[src/rtl/led_pattern_ctrl.sv]
// Command-driven LED pattern sequencer paced by an internal step prescaler.
// Latency: initial pattern and busy appear one edge after accept; first step STEP_CYCLES edges after accept.
// Backpressure: cmd_ready only in IDLE; a command offered in RUN or DONE must be held until accepted.
module led_pattern_ctrl #(
  parameter int STEP_CYCLES = 6_000_000,
  parameter int NUM_LED     = 8
) (
  input  logic               clk_in,
  input  logic               rst_in,
  input  logic               cmd_valid,
  output logic               cmd_ready,
  input  logic [1:0]         cmd_mode,
  input  logic [7:0]         cmd_steps,
  input  logic               abort,
  output logic [NUM_LED-1:0] led,
  output logic               busy,
  output logic               done
);

  localparam int                 CNT_W      = $clog2(STEP_CYCLES);
  localparam logic [CNT_W-1:0]   CNT_LAST   = CNT_W'(STEP_CYCLES - 1);
  localparam logic [CNT_W-1:0]   CNT_ONE    = CNT_W'(1);
  localparam logic [NUM_LED-1:0] ALT_INIT   = {(NUM_LED/2){2'b01}};
  localparam logic [NUM_LED-1:0] CHASE_INIT = NUM_LED'(1);

  localparam logic [1:0] MODE_OFF   = 2'b00;
  localparam logic [1:0] MODE_BLINK = 2'b01;
  localparam logic [1:0] MODE_ALT   = 2'b10;

  typedef enum logic [1:0] {
    IDLE = 2'b00,
    RUN  = 2'b01,
    DONE = 2'b10
  } state_t;

  state_t             state, state_nxt;
  logic [1:0]         mode, mode_nxt;
  logic [7:0]         steps, steps_nxt;
  logic [CNT_W-1:0]   cnt, cnt_nxt;
  logic [7:0]         step_cnt, step_cnt_nxt;
  logic [7:0]         step_inc;
  logic [NUM_LED-1:0] led_nxt;
  logic               busy_nxt;
  logic               done_nxt;
  logic               tick;

  // Pattern shown right after a command is accepted.
  function automatic logic [NUM_LED-1:0] init_pattern(input logic [1:0] m);
    case (m)
      MODE_OFF:   return '0;
      MODE_BLINK: return '0;
      MODE_ALT:   return ALT_INIT;
      default:    return CHASE_INIT;
    endcase
  endfunction

  // Pattern after one step: OFF holds dark, BLINK/ALT invert, CHASE rotates left.
  function automatic logic [NUM_LED-1:0] advance(input logic [1:0] m,
                                                 input logic [NUM_LED-1:0] cur);
    case (m)
      MODE_OFF:   return '0;
      MODE_BLINK: return ~cur;
      MODE_ALT:   return ~cur;
      default:    return {cur[NUM_LED-2:0], cur[NUM_LED-1]};
    endcase
  endfunction

  assign cmd_ready = (state == IDLE);
  assign tick      = (cnt == CNT_LAST);
  assign step_inc  = step_cnt + 8'd1;

  // Next-state and next-output logic; abort is checked before the step tick so it wins a tie.
  always_comb begin
    state_nxt    = state;
    mode_nxt     = mode;
    steps_nxt    = steps;
    cnt_nxt      = cnt;
    step_cnt_nxt = step_cnt;
    led_nxt      = led;
    busy_nxt     = busy;
    done_nxt     = 1'b0;
    case (state)
      IDLE: begin
        led_nxt  = '0;
        busy_nxt = 1'b0;
        if (cmd_valid) begin
          state_nxt    = RUN;
          mode_nxt     = cmd_mode;
          steps_nxt    = cmd_steps;
          cnt_nxt      = '0;
          step_cnt_nxt = 8'd0;
          busy_nxt     = 1'b1;
          led_nxt      = init_pattern(cmd_mode);
        end
      end
      RUN: begin
        if (abort) begin
          state_nxt = IDLE;
          led_nxt   = '0;
          busy_nxt  = 1'b0;
          cnt_nxt   = '0;
        end else begin
          cnt_nxt = tick ? '0 : cnt + CNT_ONE;
          if (tick) begin
            step_cnt_nxt = step_inc;
            if ((steps != 8'd0) && (step_inc == steps)) begin
              state_nxt = DONE;
              done_nxt  = 1'b1;
              busy_nxt  = 1'b0;
              led_nxt   = '0;
            end else begin
              led_nxt = advance(mode, led);
            end
          end
        end
      end
      DONE: begin
        state_nxt = IDLE;
        led_nxt   = '0;
        busy_nxt  = 1'b0;
      end
      default: begin
        state_nxt = IDLE;
        led_nxt   = '0;
        busy_nxt  = 1'b0;
      end
    endcase
  end

  // State and registered outputs; synchronous reset overrides everything.
  always_ff @(posedge clk_in) begin
    if (rst_in) begin
      state    <= IDLE;
      mode     <= 2'b00;
      steps    <= 8'd0;
      cnt      <= '0;
      step_cnt <= 8'd0;
      led      <= '0;
      busy     <= 1'b0;
      done     <= 1'b0;
    end else begin
      state    <= state_nxt;
      mode     <= mode_nxt;
      steps    <= steps_nxt;
      cnt      <= cnt_nxt;
      step_cnt <= step_cnt_nxt;
      led      <= led_nxt;
      busy     <= busy_nxt;
      done     <= done_nxt;
    end
  end

endmodule

[config.mk]
export PLATFORM = sky130hd
export DESIGN_NAME = led_pattern_ctrl
export DESIGN_NICKNAME = d
export VERILOG_FILES = /design/src/rtl/led_pattern_ctrl.sv
export SDC_FILE = /design/constraint.sdc
export NUM_CORES = 1
export LEC_CHECK = 0
export BUFFER_PORTS_ARGS = -buffer_cell sky130_fd_sc_hd__buf_4
export CAP_MARGIN = 40
export CELL_PAD_IN_SITES_DETAIL_PLACEMENT = 1
export CELL_PAD_IN_SITES_GLOBAL_PLACEMENT = 1
export CORE_ASPECT_RATIO = 1.1
export CORE_UTILIZATION = 35
export DETAILED_ROUTE_END_ITERATION = 10
export PLACE_DENSITY = 0.69
export RECOVER_POWER = 50
export SYNTH_ARGS = -nofsm -noshare
export SYNTH_HDL_FRONTEND = slang
export SYNTH_SLANG_ARGS = --single-unit
[constraint.sdc]
create_clock -name clk_in -period 4.1 [get_ports clk_in]
set_input_delay 0.41 -clock clk_in [delete_from_list [all_inputs] [get_ports clk_in]]
set_output_delay 0.41 -clock clk_in [all_outputs]
set_load 0.1 [all_outputs]
# After elaboration in Yosys (flattened, before gate mapping)
# Index checks and enable logic that the tools add are counted.
# Widths: inputs -> output; s select.
totals:
  regBits: 53
  in_bits: 14
  out_inout_bits: 11
  elab_cells: 65
op_classes:
  addsub: 2
  n_eq_ne: 12
  muxes: 26
  bitwise_logic: 3
  reduce_logical: 14
ops:
  columns: ["operator", "count"]
  rows:
  - ["$mux 23", 3]
  - ["$mux 8", 6]
  - ["$pmux 8 s2", 3]
  - ["$pmux 23 s2", 1]
  - ["$add 23x1->23 const B", 1]
  - ["$eq 23x23->1 const B", 1]
  - ["$pmux 7 s2", 1]
  - ["$add 8x1->8 const B", 1]
  - ["$eq 8x8->1", 1]
  - ["$mux 2", 4]
  - ["$not 8->8", 1]
  - ["$reduce_bool 8->1", 1]
  - ["$mux 7", 1]
  - ["$eq 2x1->1 const B", 3]
  - ["$logic_not 2->1", 3]
  - ["$ne 2x2->1 const B", 3]
  - ["$ne 3x3->1 const B", 2]
  - ["$reduce_and 2->1", 3]
  - ["$mux 1", 5]
  - ["$eq 2x2->1 const B", 2]
  - ["$pmux 2 s2", 1]
  - ["$reduce_and 4->1", 1]
  - ["$reduce_or 2->1", 2]
  - ["$reduce_or 4->1", 1]
  - ["other kinds (5)", 6]

# Depth between registers and ports, before layout
# Gate-level depths: netlist of the first run.
logic_depth:
  ltp_word: 7
  mapped_depth: 7
  depth_no_buf: 6

# Worst setup path before layout of the first run
# OpenSTA, ideal clock, no wires.
synth_timing:
  path_type: "reg-to-reg"
  startpoint: "reg state[0]"
  endpoint: "reg mode[1]"
  setup_time_ns: 0.134
  t_arrival_ns: 2.517
  slack_ns: 1.449
  stages_incl_launch_ff: 6
  path_buffers: 1
  period_less_slack_ns: 2.651
  path_cell_list: "dfxtp_1 nor2_1 nand2_1 clkbuf_1 nand2_1 a21oi_1"
synth_via:
  elab_chain_len: 2
synth_rtl:
  columns: ["item", "line", "source"]
  rows:
  - ["start: declaration", "36", "state_t state, state_nxt;"]
  - ["start signal: assignment", "142", "state <= state_nxt;"]
  - ["$logic_not 2->1", null, null]
  - ["net cmd_ready", "11", "output logic cmd_ready,"]
  - ["$reduce_and 2->1 (no line)", null, null]
  - ["end signal: assignment", "143", "mode <= mode_nxt;"]
  - ["end: declaration", "37", "logic [1:0] mode, mode_nxt;"]
# The timed path passes the listed nets, and every way through them passes these cells.
# A chain may end at the register's enable or synchronous reset.

# Final worst setup path of the first run
layout_timing:
  startpoint: "reg step_cnt[0]"
  endpoint: "reg done"
layout_via:
  elab_chain_len: 4
layout_rtl:
  columns: ["item", "line", "source"]
  rows:
  - ["start: declaration", "40", "logic [7:0] step_cnt, step_cnt_nxt;"]
  - ["start signal: assignment", "146", "step_cnt <= step_cnt_nxt;"]
  - ["$add 8x1->8", "70", "assign step_inc = step_cnt + 8'd1;"]
  - ["$eq 8x8->1", "106", "if ((steps != 8'd0) && (step_inc == steps)) begin"]
  - ["$logic_and 1x1->1", "106", null]
  - ["$mux 1", "106", null]
  - ["end signal: assignment", "149", "done <= done_nxt;"]
  - ["end: declaration", "17", "output logic done"]
# No other way between the ends.

==> results of run 1 <==
==> flip-flops by register name (all words and copies together), names as in the netlist <==
signal,flops
busy,1
cnt,23
done,1
led,8
mode,2
state,2
step_cnt,8
steps,8
==> through the flow <==
stage	power, W	util (%)	cell area [um2]
5_1_grt	0.00104	41.1	2950
6_report	0.000996	41.1	2950
2_1_floorplan	0.000620	-	2650
4_1_cts	0.00101	41.9	3000
3_3_place_gp	0.000653	40.2	2880
3_5_place_dp	0.000655	40.4	2900
==> worst paths after layout <==
path / start / to / slack [ns] / cells past startpoint
worst max-delay path: step_cnt[0]$_SDFFE_PP0P_ / done$_SDFF_PP0_ / 1.38 / 7
worst min-delay path: cmd_steps[0] / steps[0]$_SDFFE_PP0P_ / 0.32 / 3
worst max register to register: step_cnt[0]$_SDFFE_PP0P_ / done$_SDFF_PP0_ / 1.38 / 7
worst min register to register: mode[1]$_SDFFE_PP0P_ / mode[1]$_SDFFE_PP0P_ / 0.47 / 2
==> Yosys cell counts, drive strengths merged, types with 2 or more instances <==
cell type  count
inv            4
or4            3
and4           3
and3           6
a22o           4
o21ai         13
a32oi          2
nand2b         4
a22oi          5
nor4          10
clkbuf        13
xnor2         25
a311oi         3
buf            4
nor2b          2
a21oi         20
and2           2
o22ai          5
a31oi          7
xor2           7
ha             3
nor2          41
nor3          10
or3            5
nand4          5
dfxtp         53
a211oi         2
a21o           2
nand2         33
nand3         19
==> logic make-up after synthesis <==
group,share of synthesized area (%)
AND/OR/NAND/NOR,27.8
AO/OA/AOI/OAI,16.9
flip-flops,40.0
XOR/XNOR,10.6
buffers and inverters,3.30
adder cells (fa/ha/maj),1.42
==> critical path, cell delays in order, from the launching register on <==
cell and delay (ns):
dfxtp_1 0.46, ha_1 0.26, nand3_1 0.22, nor2_1 0.24, xnor2_1 0.10, nor4b_1 0.91, buf_4 0.31, and3_1 0.16
==> power breakdown <==
group | internal [W] | switching [W]
logic | 0.0000364 | 0.0000698
registers | 0.000524 | 0.00000988
clock network | 0.000178 | 0.000177
total | 0.000738 | 0.000257
==> cell type report <==
class	instances	area, um2	share of cell area (%)
well taps	85	106	3.61
flip-flops and latches	53	1060	36.0
inverters	4	15.0	0.509
clock inverters	2	35.0	1.19
multi-input cells	251	1500	51.0
clock buffers	5	68.8	2.33
repair buffers	27	159	5.39
==> routing by layer <==
layer | part of all wire [%] | GRT usage (%)
met1 | 48 | 22.8
met2 | 49 | 31.5
met3 | 2.4 | 3.35
met4 | 1.1 | 5.08
met5 | 0 | 0
==> flow_summary_export.csv, run 1 <==
group,metric,value,unit
timing,tightest_slew,1.17,ns
timing,fin_skew,0.0173,ns
logic_synthesis,synthDominantCellAreaShare,40.0,%
logic_synthesis,yosys-top-cells-area,"dfxtp_1, xnor2_1, nor2_1",
logic_synthesis,synth_ff_type,"dfxtp_1",
final_layout,final_cell_mix,"dfxtp_1, nor2_1, nand2_1",
logic_synthesis,synth.net_count,342,
clock_tree,clock_latency,0.32,ns
logic_synthesis,synth-edff-count,0,
route,wire_per_inst,15.7,um
logic_synthesis,yosysUniqueCellTypes,48,
timing,fin_crit,2.72,ns
place,dp.cells,420,
global_routing,grt.overflow.total,0,
global_routing,grt_pass1_vias,2357,
route,dr.pass1.iters,4,
timing,fin_setup_tns,0,ns
clock_tree,clkSinkCount,53,
die,initial_utilization,37.0,%
route,drc,0,
die,row_count,32,
outcome,outcome,"finished clean",
setup_path,endpoint_kind,"flip-flop",
global_routing,gr-usage-all-layers,18.1,%
setup_path,critPathKind,"flip-flop to flip-flop",
setup_path,worstPathArrival,2.98,ns
final_layout,layoutNonFillerInstCount,427,
place,dpl.hpwl,4550,um
route,routed_wl,6710,um
timing,setup_viol,0,
die,ioPinCount,25,
global_routing,grt_pass1_wl,11400,um
place,numPortBuffers,24,
clock_tree,numCtsBuffers,5,
die,die_h,93.3,um
setup_path,worstSetupStartpointType,"flip-flop",
clock_tree,hold_buffers,0,
power_and_ir_drop,powerDensity,338,nW/um2
clock_tree,cts_root_buffer,"clkbuf_8",
timing,hold_violations,0,
run,drv_cap,0,
final_layout,insertedDiodeCount,0,
timing,slew_violations,0,
worst_hold_path,hold_path.class,"input port to flip-flop",
logic_synthesis,yosysSeqAreaShare,40.0,%
final_layout,layout_commonest_cell,"dfxtp_1",
final_layout,final_layout_size_suffix_gt1_share,9.06,%
global_routing,antenna_found_initial,0,
logic_synthesis,netlist_instances,325,
place,place_congestion,0.795,
die,fp.coreArea,7170,um2
route,vias,2357,
timing,rsz0062_at_grt,"no",
logic_synthesis,synth_top_area_cell,"dfxtp_1",
setup_path,cp_max_fo,7,
clock_tree,clk_pin_slew,0.11,ns
power_and_ir_drop,peakVddDrop,133,uV
final_layout,fillers,872,
die,die-area,7930,um2
logic_synthesis,yosys_warnings,0,
timing,clock.fmax,367,MHz
place,pre_cts_ws,1.62,ns
route,drtIter0Drc,119,
clock_tree,htree_levels,2,
timing,setup_ws,1.38,ns
power_and_ir_drop,p_leak,0.940,nW
global_routing,grt_max_degree,34,
final_layout,nets,359,
logic_synthesis,syn_area,2650,um2
clock_tree,post_cts_resized,0,
timing,whs,0.324,ns
route,antenna_left,0,
clock_tree,cts_setup_buffers,0,
clock_tree,cts_buffer_depth,2,
die,fp.dieW,85.0,um
logic_synthesis,postSynthAreaPerCell,8.16,um2
setup_path,critPathRequiredTime,4.36,ns
final_layout,area_delta_synth_final,11.2,%
timing,fin_crit_sh,66.4,%
logic_synthesis,ys_seq_elements,53,
clock_tree,cts_tree,"done",
logic_synthesis,async_reset_ff_share,0,%
timing,max_slew_margin,22.5,%
route,viasPerCell,5.52,
No activity file was read; power rests on OpenSTA's default activity.
==> run 2, diff against run 1 <==
--- a/config.mk
+++ b/config.mk
@@ -12,7 +12,7 @@
 export CORE_ASPECT_RATIO = 1.1
 export CORE_UTILIZATION = 35
 export DETAILED_ROUTE_END_ITERATION = 10
-export PLACE_DENSITY = 0.69
+export PLACE_DENSITY = 0.72
 export RECOVER_POWER = 50
 export SYNTH_ARGS = -nofsm -noshare
 export SYNTH_HDL_FRONTEND = slang
==> constraint.sdc (replaced) <==
create_clock -name clk_in -period 2.3 [get_ports clk_in]
set_input_delay 0.23 -clock clk_in [delete_from_list [all_inputs] [get_ports clk_in]]
set_output_delay 0.23 -clock clk_in [all_outputs]
set_load 0.1 [all_outputs]
==> flow_summary_export.csv, run 2 (synthesized netlist as in run 1, its figures left out) <==
group,metric,value,unit
route,dr.pass1.iters,4,
global_routing,grt_max_degree,34,
final_layout,register_area,1060,um2
timing,fin_setup_tns,0,ns
timing,setup_viol,0,
power_and_ir_drop,peakVddDrop,230,uV
clock_tree,clk_pin_slew,0.09,ns
die,initial_utilization,37.0,%
final_layout,regMostFlops,"cnt",
place,pre_cts_ws,0.134,ns
global_routing,gr-usage-all-layers,18.8,%
setup_path,slowest_delay,0.55,ns
run,drv_cap,0,
clock_tree,cts_root_buffer,"clkbuf_8",
final_layout,largest_reg_flops,23,
clock_tree,numCtsBuffers,5,
final_layout,fillers,878,
place,dpl.hpwl,4930,um
setup_path,worstPathArrival,2.36,ns
setup_path,worstSetupStartpointType,"flip-flop",
power_and_ir_drop,p_leak,0.989,nW
route,drc,0,
setup_path,path_cells,"ha_1 -> nand2_1 -> or4_4 -> or3_1 -> buf_4 -> a22oi_1 -> o22ai_1",
setup_path,cp_max_fo,7,
power_and_ir_drop,clockPowerShare,33.5,%
die,die_h,93.3,um
die,row_count,32,
power_and_ir_drop,seq_power_share,55.1,%
route,drtIter0Drc,75,
timing,rsz0062_at_grt,"no",
global_routing,antenna_found_initial,0,
setup_path,endpoint_kind,"flip-flop",
clock_tree,cts_buffer_depth,2,
timing,clock.fmax,462,MHz
timing,fin_skew,0.00922,ns
final_layout,multi_input_area,1510,um2
timing,fin_crit_sh,94.0,%
final_layout,nets,370,
place,dp.cells,431,
final_layout,layout_commonest_cell,"dfxtp_1",
setup_path,slowest_stage,"or4_4",
power_and_ir_drop,p_int,0.00128,W
worst_hold_path,hold_path.class,"input port to flip-flop",
setup_path,critPathRequiredTime,2.49,ns
clock_tree,clock_latency,0.31,ns
route,antenna_left,0,
route,wire_per_inst,15.5,um
power_and_ir_drop,p_sw,0.000445,W
die,die-area,7930,um2
timing,fin_crit,2.16,ns
die,ioPinCount,25,
timing,max_slew_margin,22.8,%
clock_tree,cts_tree,"done",
route,vias,2411,
final_layout,final_cell_mix,"dfxtp_1, nor2_1, nand2_1",
timing,hold_violations,0,
global_routing,grt_pass1_vias,2508,
clock_tree,clkSinkCount,53,
final_layout,layoutNonFillerInstCount,439,
timing,slew_violations,0,
route,routed_wl,6790,um
global_routing,grt.overflow.total,0,
die,fp.dieW,85.0,um
timing,setup_ws,0.138,ns
outcome,outcome,"finished clean",
place,numPortBuffers,24,
clock_tree,hold_buffers,0,
final_layout,insertedDiodeCount,0,
final_layout,final_layout_size_suffix_gt1_share,12.4,%
route,viasPerCell,5.49,
power_and_ir_drop,combPwrFrac,11.4,%
clock_tree,htree_levels,2,
setup_path,rrSetupSlack,0.14,ns
final_layout,area_delta_synth_final,14.3,%
die,fp.coreArea,7170,um2
place,place_congestion,0.784,
clock_tree,cts_setup_buffers,0,
power_and_ir_drop,powerDensity,568,nW/um2
setup_path,critPathKind,"flip-flop to flip-flop",
timing,tightest_slew,1.16,ns
global_routing,grt_pass1_wl,11900,um
power_and_ir_drop,swShare,25.8,%
## run 2: changes by cell type in the layout (fill, tap and decap cells not counted), sizes merged
cell	change
buf	+10
clkbuf	+3
bufinv	-1
## run 2: worst max-delay path: cells and delay by family, from the launching register on
family / cells / cell delay, ns
flip-flops: 1 / 0.35
AND/OR/NAND/NOR: 3 / 1.08
buffers and inverters: 1 / 0.19
AO/OA/AOI/OAI: 2 / 0.28
adder cells (fa/ha/maj): 1 / 0.17
## run 2: routing by layer
layer | vias up | GRT usage (%) | wire length, um
met5 | - | 0 | 0
met3 | 11 | 3.09 | 131
met4 | 0 | 6.07 | 116
met1 | 1165 | 22.2 | 3040
li1 | 1213 | - | -
met2 | 22 | 34.5 | 3500
## run 2: metrics by stage
stage | total power (W) | area (um2) | hold slack [ns] | utilization, %
after global placement | 0.00118 | 2990 | 0.448 | 41.7
after global routing | 0.00180 | 3030 | 0.157 | 42.3
after floorplan | 0.00111 | 2650 | 0.366 | -
after CTS | 0.00176 | 3090 | 0.154 | 43.2
after detailed placement | 0.00118 | 2990 | 0.464 | 41.7
final | 0.00172 | 3030 | 0.164 | 42.3
## run 2: final cells by class
cell class | count | area share (%)
Multi-Input combinational cell | 251 | 49.8
Sequential cell | 53 | 35.0
Timing Repair Buffer | 38 | 7.84
Tap cell | 85 | 3.51
Clock buffer | 7 | 3.18
Inverter | 4 | 0.495
Clock inverter | 1 | 0.165
## run 2: power by group through the flow
stage	combinational, W	clock (W)	sequential [W]
finish	0.000197	0.000576	0.000950
global placement	0.000206	0	0.000971
CTS	0.000209	0.000604	0.000951
detailed placement	0.000208	0	0.000972
floorplan	0.000112	0	0.000994
global route	0.000218	0.000633	0.000953
## run 2: what timing repair did
action                                  CTS  global route
endpoints found under the hold margin     0             0
resized for setup                         0             1
endpoints found under the setup margin    0             1
## run 2: path summary, 6_finish.rpt
path / startpoint / to / depth (start not counted)
worst min register to register: mode[0]$_SDFFE_PP0P_ / mode[0]$_SDFFE_PP0P_ / 2
worst max-delay path: cnt[1]$_SDFFE_PP0P_ / step_cnt[4]$_SDFFE_PP0P_ / 7
worst max register to register: cnt[1]$_SDFFE_PP0P_ / step_cnt[4]$_SDFFE_PP0P_ / 7
worst min-delay path: cmd_steps[7] / steps[7]$_SDFFE_PP0P_ / 3
==> run 3, diff against run 2 <==
--- a/config.mk
+++ b/config.mk
@@ -12,7 +12,7 @@
 export CORE_ASPECT_RATIO = 1.1
 export CORE_UTILIZATION = 35
 export DETAILED_ROUTE_END_ITERATION = 10
-export PLACE_DENSITY = 0.72
+export PLACE_DENSITY_LB_ADDON = 0.1
 export RECOVER_POWER = 50
 export SYNTH_ARGS = -nofsm -noshare
 export SYNTH_HDL_FRONTEND = slang
==> flow_summary_export.csv, run 3 (synthesized netlist as in run 1, its figures left out) <==
group,metric,value,unit
outcome,outcome,"finished clean",
die,die-area,7930,um2
setup_path,slowest_delay,0.54,ns
timing,tightest_slew,1.16,ns
timing,slew_violations,0,
run,drv_cap,0,
power_and_ir_drop,seq_power_share,54.8,%
place,numPortBuffers,24,
setup_path,endpoint_kind,"flip-flop",
setup_path,critPathBufInv,1,
setup_path,path_cells,"ha_1 -> nand2_1 -> or4_4 -> or3_1 -> buf_4 -> a22oi_1 -> o22ai_1",
route,dr.pass1.iters,4,
final_layout,fillers,891,
timing,rsz0062_at_grt,"no",
clock_tree,cts_root_buffer,"clkbuf_8",
clock_tree,htree_levels,2,
final_layout,layout_commonest_cell,"dfxtp_1",
power_and_ir_drop,p_int,0.00128,W
clock_tree,clock_latency,0.31,ns
final_layout,insertedDiodeCount,0,
setup_path,critPathTopFamily,"simple AND/OR/NAND/NOR gates",
final_layout,regMostFlops,"cnt",
power_and_ir_drop,swShare,26.2,%
final_layout,nets,372,
power_and_ir_drop,peakVddDrop,204,uV
die,fp.dieW,85.0,um
die,die_h,93.3,um
final_layout,layoutNonFillerInstCount,441,
power_and_ir_drop,combPwrFrac,11.4,%
clock_tree,clkSinkCount,53,
route,antenna_left,0,
route,drtIter0Drc,76,
final_layout,final_cell_mix,"dfxtp_1, nor2_1, nand2_1",
setup_path,cp_max_fo,7,
setup_path,slowest_stage,"or4_4",
route,drc,0,
timing,max_slew_margin,22.8,%
place,dpl.hpwl,5000,um
clock_tree,cts_tree,"done",
timing,fin_crit,2.18,ns
global_routing,gr-usage-all-layers,18.2,%
final_layout,area_delta_synth_final,14.9,%
die,ioPinCount,25,
timing,setup_viol,0,
setup_path,worstSetupStartpointType,"flip-flop",
global_routing,antenna_found_initial,0,
worst_hold_path,hold_path.class,"input port to flip-flop",
timing,hold_violations,0,
route,viasPerCell,5.51,
timing,fin_setup_tns,0,ns
global_routing,grt_pass1_wl,11600,um
die,fp.coreArea,7170,um2
clock_tree,cts_setup_buffers,0,
route,vias,2432,
setup_path,critPathRequiredTime,2.49,ns
clock_tree,post_cts_resized,0,
final_layout,largest_reg_flops,23,
place,dp.cells,433,
route,routed_wl,6920,um
power_and_ir_drop,p_sw,0.000454,W
route,wire_per_inst,15.7,um
global_routing,grt_max_degree,34,
setup_path,worstPathArrival,2.37,ns
clock_tree,numCtsBuffers,5,
global_routing,grt.overflow.total,0,
timing,clock.fmax,459,MHz
timing,fin_crit_sh,94.7,%
power_and_ir_drop,p_leak,0.998,nW
timing,fin_skew,0.0117,ns
place,place_congestion,0.736,
global_routing,grt_pass1_vias,2418,
clock_tree,cts_buffer_depth,2,
die,initial_utilization,37.0,%
final_layout,final_layout_size_suffix_gt1_share,12.9,%
clock_tree,clk_pin_slew,0.10,ns
power_and_ir_drop,clockPowerShare,33.8,%
setup_path,critPathKind,"flip-flop to flip-flop",
die,row_count,32,
power_and_ir_drop,powerDensity,569,nW/um2
clock_tree,hold_buffers,0,
## run 3: routing by layer
| layer | vias to the layer above | track usage [%] | routed length, um |
|---|---|---|---|
| li1 | 1223 | - | - |
| met1 | 1184 | 22.4 | 3280 |
| met2 | 21 | 32.6 | 3380 |
| met3 | 4 | 3.62 | 217 |
| met4 | 0 | 3.81 | 39 |
| met5 | - | 0 | 0 |
## run 3: final cells by class
class	count	area, um2	share of cell area [%]
multi-input combinational	251	1510	49.6
tap	85	106	3.49
sequential	53	1060	34.8
inverter	4	15.0	0.493
timing repair buffer	40	250	8.22
clock buffer	7	96.3	3.16
clock inverter	1	5.00	0.164
## run 3: worst register-to-register path: stages, from the launching register on
cell and delay [ns]:
dfxtp_1 0.35, ha_1 0.18, nand2_1 0.08, or4_4 0.54, or3_1 0.44, buf_4 0.19
a22oi_1 0.18, o22ai_1 0.10
## run 3: final timing paths
path	from	end	slack, ns	depth (start not counted)
max reg2reg	cnt[0]$_SDFFE_PP0P_	step_cnt[4]$_SDFFE_PP0P_	0.12	7
max	cnt[0]$_SDFFE_PP0P_	step_cnt[4]$_SDFFE_PP0P_	0.12	7
min	cmd_steps[0]	steps[0]$_SDFFE_PP0P_	0.16	3
min reg2reg	mode[1]$_SDFFE_PP0P_	mode[1]$_SDFFE_PP0P_	0.47	2
## run 3: stage by stage
| step | hold slack (ns) | utilization [%] | total power [W] | instance area (um2) | worst slack (ns) |
|---|---|---|---|---|---|
| global route | 0.144 | 42.5 | 0.00182 | 3050 | 0.0112 |
| finish | 0.159 | 42.5 | 0.00173 | 3050 | 0.121 |
| floorplan | 0.366 | - | 0.00111 | 2650 | 0.0516 |
| detailed placement | 0.462 | 42.0 | 0.00118 | 3010 | 0.134 |
| CTS | 0.156 | 43.4 | 0.00177 | 3110 | 0.112 |
| global placement | 0.450 | 42.0 | 0.00118 | 3010 | 0.194 |
## run 3: power groups by stage
stage	combinational, W	sequential, W	clock [W]
2_1_floorplan	0.000112	0.000994	0
3_3_place_gp	0.000210	0.000971	0
3_5_place_dp	0.000210	0.000972	0
4_1_cts	0.000211	0.000951	0.000612
5_1_grt	0.000216	0.000953	0.000652
6_report	0.000198	0.000950	0.000585
